[src/rtl/processor_pkg.sv]
// Shared processor definitions: instruction memory geometry defaults and the
// program loader state encoding.
package processor_pkg;

    localparam int unsigned WORD_WIDTH_DEF      = 16;
    localparam int unsigned IMEM_ADDR_WIDTH_DEF = 11;

    typedef enum logic [2:0] {
        LD_IDLE,
        LD_HEADER,
        LD_LOAD,
        LD_CHECK,
        LD_RELEASE,
        LD_DONE,
        LD_ERROR
    } loader_state_t;

endpackage

[src/rtl/loader_checksum.sv]
// Running XOR of the payload words of one load.
// Compiled only when LOADER_CHECKSUM_EN is defined; the loader instantiates it only then.
`ifdef LOADER_CHECKSUM_EN
module loader_checksum
    import processor_pkg::*;
#(
    parameter int unsigned WORD_WIDTH = WORD_WIDTH_DEF
) (
    input  logic                  clk,
    input  logic                  rst,
    input  logic                  clear,
    input  logic                  en,
    input  logic [WORD_WIDTH-1:0] data,
    output logic [WORD_WIDTH-1:0] acc
);

    always_ff @(posedge clk) begin
        if (!rst || clear) begin
            acc <= '0;
        end else if (en) begin
            acc <= acc ^ data;
        end
    end

endmodule
`endif

[src/rtl/program_loader.sv]
// Streams a length-prefixed program image from the host into instruction memory while
// holding the processor in reset. Define LOADER_CHECKSUM_EN to require a trailing XOR checksum.
module program_loader
    import processor_pkg::*;
#(
    parameter int unsigned WORD_WIDTH      = WORD_WIDTH_DEF,
    parameter int unsigned IMEM_ADDR_WIDTH = IMEM_ADDR_WIDTH_DEF,
    parameter int unsigned RST_HOLD        = 2
) (
    input  logic                       clk,
    input  logic                       rst,
    input  logic                       start,
    input  logic                       in_valid,
    input  logic [WORD_WIDTH-1:0]      in_data,
    output logic                       in_ready,
    output logic                       imem_we,
    output logic [IMEM_ADDR_WIDTH-1:0] imem_addr,
    output logic [WORD_WIDTH-1:0]      imem_wdata,
    output logic                       cpu_rst,
    output logic                       busy,
    output logic                       done,
    output logic                       error,
    output logic [IMEM_ADDR_WIDTH:0]   words_loaded
);

    localparam int unsigned CW = IMEM_ADDR_WIDTH + 1;
    localparam int unsigned HW = (WORD_WIDTH > CW) ? WORD_WIDTH : CW;
    localparam int unsigned TW = $clog2(RST_HOLD + 2);
    localparam logic [HW-1:0] DEPTH = HW'(1) << IMEM_ADDR_WIDTH;

`ifdef LOADER_CHECKSUM_EN
    localparam loader_state_t POST_LOAD = LD_CHECK;
`else
    localparam loader_state_t POST_LOAD = LD_RELEASE;
`endif

    loader_state_t state, state_nx;
    logic [CW-1:0] count;
    logic [CW-1:0] len;
    logic [TW-1:0] hold_cnt;
    logic [HW-1:0] hdr;
    logic          accept;
    logic          hdr_ok;
    logic          last_word;
    logic          hold_done;

    // Header compared in a width that can hold both the word and the memory depth.
    assign hdr       = HW'(in_data);
    assign hdr_ok    = (hdr != '0) && (hdr <= DEPTH);
    assign accept    = in_valid && in_ready;
    assign last_word = (count + CW'(1)) == len;
    assign hold_done = (32'(hold_cnt) + 32'd1) >= 32'(RST_HOLD);

    assign words_loaded = count;

`ifdef LOADER_CHECKSUM_EN
    logic [WORD_WIDTH-1:0] csum;

    loader_checksum #(
        .WORD_WIDTH(WORD_WIDTH)
    ) u_checksum (
        .clk  (clk),
        .rst  (rst),
        .clear(start),
        .en   ((state == LD_LOAD) && accept),
        .data (in_data),
        .acc  (csum)
    );
`endif

    always_ff @(posedge clk) begin
        if (!rst) begin
            state <= LD_IDLE;
        end else begin
            state <= state_nx;
        end
    end

    always_comb begin
        state_nx = state;
        if (start) begin
            state_nx = LD_HEADER;
        end else begin
            case (state)
                LD_HEADER: begin
                    if (accept) state_nx = hdr_ok ? LD_LOAD : LD_ERROR;
                end
                LD_LOAD: begin
                    if (accept && last_word) state_nx = POST_LOAD;
                end
`ifdef LOADER_CHECKSUM_EN
                LD_CHECK: begin
                    if (accept) state_nx = (in_data == csum) ? LD_RELEASE : LD_ERROR;
                end
`endif
                // The cycle carrying the final write does not count toward the hold.
                LD_RELEASE: begin
                    if (!imem_we && hold_done) state_nx = LD_DONE;
                end
                default: ;
            endcase
        end
    end

    always_comb begin
        in_ready = 1'b0;
        busy     = 1'b0;
        done     = 1'b0;
        error    = 1'b0;
        cpu_rst  = 1'b1;
        case (state)
            LD_HEADER, LD_LOAD, LD_CHECK: begin
                in_ready = !start;
                busy     = 1'b1;
            end
            LD_RELEASE: busy = 1'b1;
            LD_DONE: begin
                done    = 1'b1;
                cpu_rst = 1'b0;
            end
            LD_ERROR: error = 1'b1;
            default: ;
        endcase
    end

    always_ff @(posedge clk) begin
        if (!rst) begin
            count      <= '0;
            len        <= '0;
            hold_cnt   <= '0;
            imem_we    <= 1'b0;
            imem_addr  <= '0;
            imem_wdata <= '0;
        end else begin
            imem_we <= 1'b0;
            if (start) begin
                count    <= '0;
                hold_cnt <= '0;
            end else begin
                if (state == LD_HEADER && accept && hdr_ok) begin
                    len   <= hdr[CW-1:0];
                    count <= '0;
                end
                if (state == LD_LOAD && accept) begin
                    imem_we    <= 1'b1;
                    imem_addr  <= count[IMEM_ADDR_WIDTH-1:0];
                    imem_wdata <= in_data;
                    count      <= count + 1'b1;
                end
                if (state == LD_RELEASE && !imem_we) begin
                    hold_cnt <= hold_cnt + 1'b1;
                end else begin
                    hold_cnt <= '0;
                end
            end
        end
    end

endmodule

[config.mk]
export PLATFORM = sky130hd
export DESIGN_NAME = program_loader
export DESIGN_NICKNAME = d
export VERILOG_FILES = /design/src/rtl/processor_pkg.sv /design/src/rtl/loader_checksum.sv /design/src/rtl/program_loader.sv
export SDC_FILE = /design/constraint.sdc
export NUM_CORES = 1
export LEC_CHECK = 0
export ABC_AREA = 1
export CAP_MARGIN = 25
export CORE_MARGIN = 2
export CORE_UTILIZATION = 46
export CTS_BUF_LIST = sky130_fd_sc_hd__clkbuf_4 sky130_fd_sc_hd__clkbuf_8
export DETAILED_ROUTE_END_ITERATION = 7
export PLACE_DENSITY = 0.85
export SYNTH_ARGS = -nofsm -noshare
export SYNTH_HDL_FRONTEND = slang
export SYNTH_SLANG_ARGS = --single-unit
[constraint.sdc]
create_clock -name clk -period 1.5 [get_ports clk]
set_input_delay 0.3 -clock clk [delete_from_list [all_inputs] [get_ports clk]]
set_output_delay 0.3 -clock clk [all_outputs]
set_load 0.02 [all_outputs]
==> metrics.txt <==
outcome complete, but fails checks; failing checks negative setup slack; net count after synthesis 411; initial antenna violation count 0; final hold vios 0; Worst-path clk slew ~0.070 ns; Reg area ~0.0012 sq mm; Max Slew Vio Count 0; main combinational cell family by area after synthesis simple AND/OR/NAND/NOR gates; Min Hold Slack roughly 0.26 ns; Initial Utilization around 48%; reg2reg start state[1]; Final Cycle Share 122%; core footprint approximately 0.0056 sq mm; CP max stage delay 0.33 ns; placed cell areas around 0.0038 sq mm; global-route wire length before repair between 10,000 and 15,000 um; synthesized area per cell 6.89 sq um; worst setup path start state[1]; Ports 65; worst reg2reg setup slack -0.33 ns; WL/cell 15.5 um; # nets final 538; Synth Area in Compound Gates between 10% and 20%; # clock sinks 57; Fillers between 300 and 400; Worst Setup EP state[2]; Routability Congestion 0.828; CP delay by family, top simple AND/OR/NAND/NOR gates; CTS tree done; post-synthesis register bit count 57; static leakage just over 2 nW; relative slew slack about four fifths; Total Routed Length roughly 9200 um; Final Critical Period 1.83 ns; Final Instance Area roughly 0.0042 sq mm; via/cell ratio between 5 and 6; Routed Antenna Nets 0; Req. time, crit path roughly 1.8 ns; CP Cell Sequence nor2_1, inv_1, nor2_1, inv_1, nor2_1, inv_1, or2_2, nand3_1, nand2_1, inv_1, nand2_2, a21oi_1; CP Launch Type flop; CP dominant cell by count inv_1; deepest level of the CTS H-tree 3; Seq/Total Area, Yosys a little over two fifths; die height between 80 and 90 um; kind of critical path flop to flop; Root Driver clkbuf_8; Bufs and invs on worst path 4; largest cells by area after synthesis dfxtp_1 43%, nand2_1 11%, inv_1 7.4%; pwr/cell area 808 mW/mm^2; vias in the first global route ~3,000; Worst Path Max Fanout 3; clk_skew approximately 0.0099 ns; hold_buf cts 0; Post-Synth XOR/XNOR Area less than 1%; GRT Util Overall 27.1%; Worst R2R End state[2]; worst vdd ir around 0.56 mV; RSZ-0062 raised after global routing true; CP endpoint kind flop; synthesized-area fraction occupied by adder cells under 10%; Hold Crit Class input pin to flop; # DRC 0; library cells used by synthesis 29; multi-input logic area 0.00141 sq mm; Final WS setup -0.328 ns; share of layout cells above drive strength 1 between 20% and 30%; area leader, netlist dfxtp_1; Yosys warnings 0; row count 27; Reg2Reg Depth 12; routed vias about 3,200; Synth Cell Area 0.00267 sq mm; pin count of the biggest net entering global routing 33; crit path max-delay cell type dfxtp_2; HPWL Detailed between 5000 and 6000 um; CP arrival between 2 and 2.5 ns; Fmax 547 MHz; post-layout util 75.5%; die footprint ~0.0064 sq mm; P&R area growth vs syn 57.5%; MaxCap Viol Count 0; clock latency on the worst-skew pair between 0.3 and 0.4 ns; die width ~80 um; Setup-failing EPs final between 40 and 50; Post-Synth Simple-Gate Area 29.5%; diode count 0; Syn Inst Count 388; Design Power ~3.4 mW; CTS buffer count 9; multiplexer area fraction after synthesis 0%; Setup WS pre-CTS -0.504 ns; instance count on the critical path 12; Synth top area share 42.7%; Congestion Overflow GR 0; Worst-Margin Slew between 0.3 and 0.4 ns; Port Buffer Count between 60 and 70; drt initial violations 233; drt pass-1 iters 5; clk buf depth 2
==> flip-flops by register name, summed over array words and instances (netlist names) <==
register,flops
imem_wdata,16
hold_cnt,2
state,3
len,12
imem_we,1
imem_addr,11
words_loaded,12
==> cells in the final DEF (no fill, tap or decap), drive strengths merged <==
cell,instances
o21ai,36
buf,65
xnor2,1
nor3,2
dfxtp,57
inv,55
dlymetal6s2s,5
clkdlybuf4s15,1
clkdlybuf4s50,11
clkbuf,14
nand3,29
nor2,54
a211oi,7
nand4,5
and2,2
nor4,1
clkinvlp,2
or2,3
ha,3
nand2,82
dlygate4sd2,41
bufinv,2
o21a,1
and3,1
clkinv,3
a21oi,37
==> report_power, final <==
| part | total, mW | internal (mW) | switching [mW] |
|---|---|---|---|
| registers | 1.51 | 1.51 | 0.00342 |
| logic | 0.226 | 0.106 | 0.120 |
| clock network | 1.66 | 1.02 | 0.643 |
| total | 3.40 | 2.64 | 0.767 |
==> cell families (layout without fill, tap and decap cells) <==
group	after synthesis	in the layout
buffers and inverters	68	199
flip-flops	57	57
AO/OA/AOI/OAI	81	81
AND/OR/NAND/NOR	178	179
adder cells (fa/ha/maj)	3	3
XOR/XNOR	1	1
==> metrics by stage <==
step	TNS, ns	instances
global placement	-15.58	563
finish	-6.50	592
floorplan	-0.0335	388
global route	-13.03	592
CTS	-1.82	585
detailed placement	-18.09	563
==> how the worst min path moves through the flow <==
stage / start / cells after the start / to / slack [ns]
after CTS: in_data[7] / 3 / imem_wdata[7] / 0.38
after global placement: hold_cnt[0] / 1 / hold_cnt[0] / 0.41
after detailed placement: hold_cnt[0] / 1 / hold_cnt[0] / 0.42
after global routing: in_data[8] / 3 / imem_wdata[8] / 0.28
final: in_data[8] / 3 / imem_wdata[8] / 0.26
after floorplan: hold_cnt[0] / 1 / hold_cnt[0] / 0.40
==> cell usage after synthesis (all sizes together) <==
cell / number
a211oi: 7
a21oi: 37
and2: 2
and3: 1
buf: 8
clkbuf: 4
clkinv: 1
dfxtp: 57
ha: 3
inv: 55
nand2: 82
nand3: 28
nand4: 5
nor2: 54
nor3: 2
nor4: 1
o21a: 1
o21ai: 36
or2: 3
xnor2: 1
==> layer usage <==
metal  track usage [%]  vias up  part of all wire, %
met5                 0        -                    0
met4              14.6        0                  3.7
met3              7.19       39                  7.1
met2              47.8      159                   50
met1              29.4     1494                   39
li1                  -     1500                    -
==> layout make-up <==
type,count,area share [%]
flip-flops and latches,57,27.6
repair inverters,1,0.178
repair buffers,126,25.9
multi-input cells,264,33.6
inverters,56,5.23
clock inverters,5,1.84
clock buffers,11,3.60
well taps,72,2.14
==> tightest hold or removal path: stages <==
cell	delay, ns
dlymetal6s2s_1	0.15
inv_2	0.06
a21oi_1	0.05
==> timing repair <==
item | in CTS | in global routing
gates cloned | 2 | 1
setup endpoints to repair | 92 | 61
setup buffers | 4 | 6
resized for setup | 88 | 32
pin swaps | 7 | 5
(Power assumes the default switching activity.)
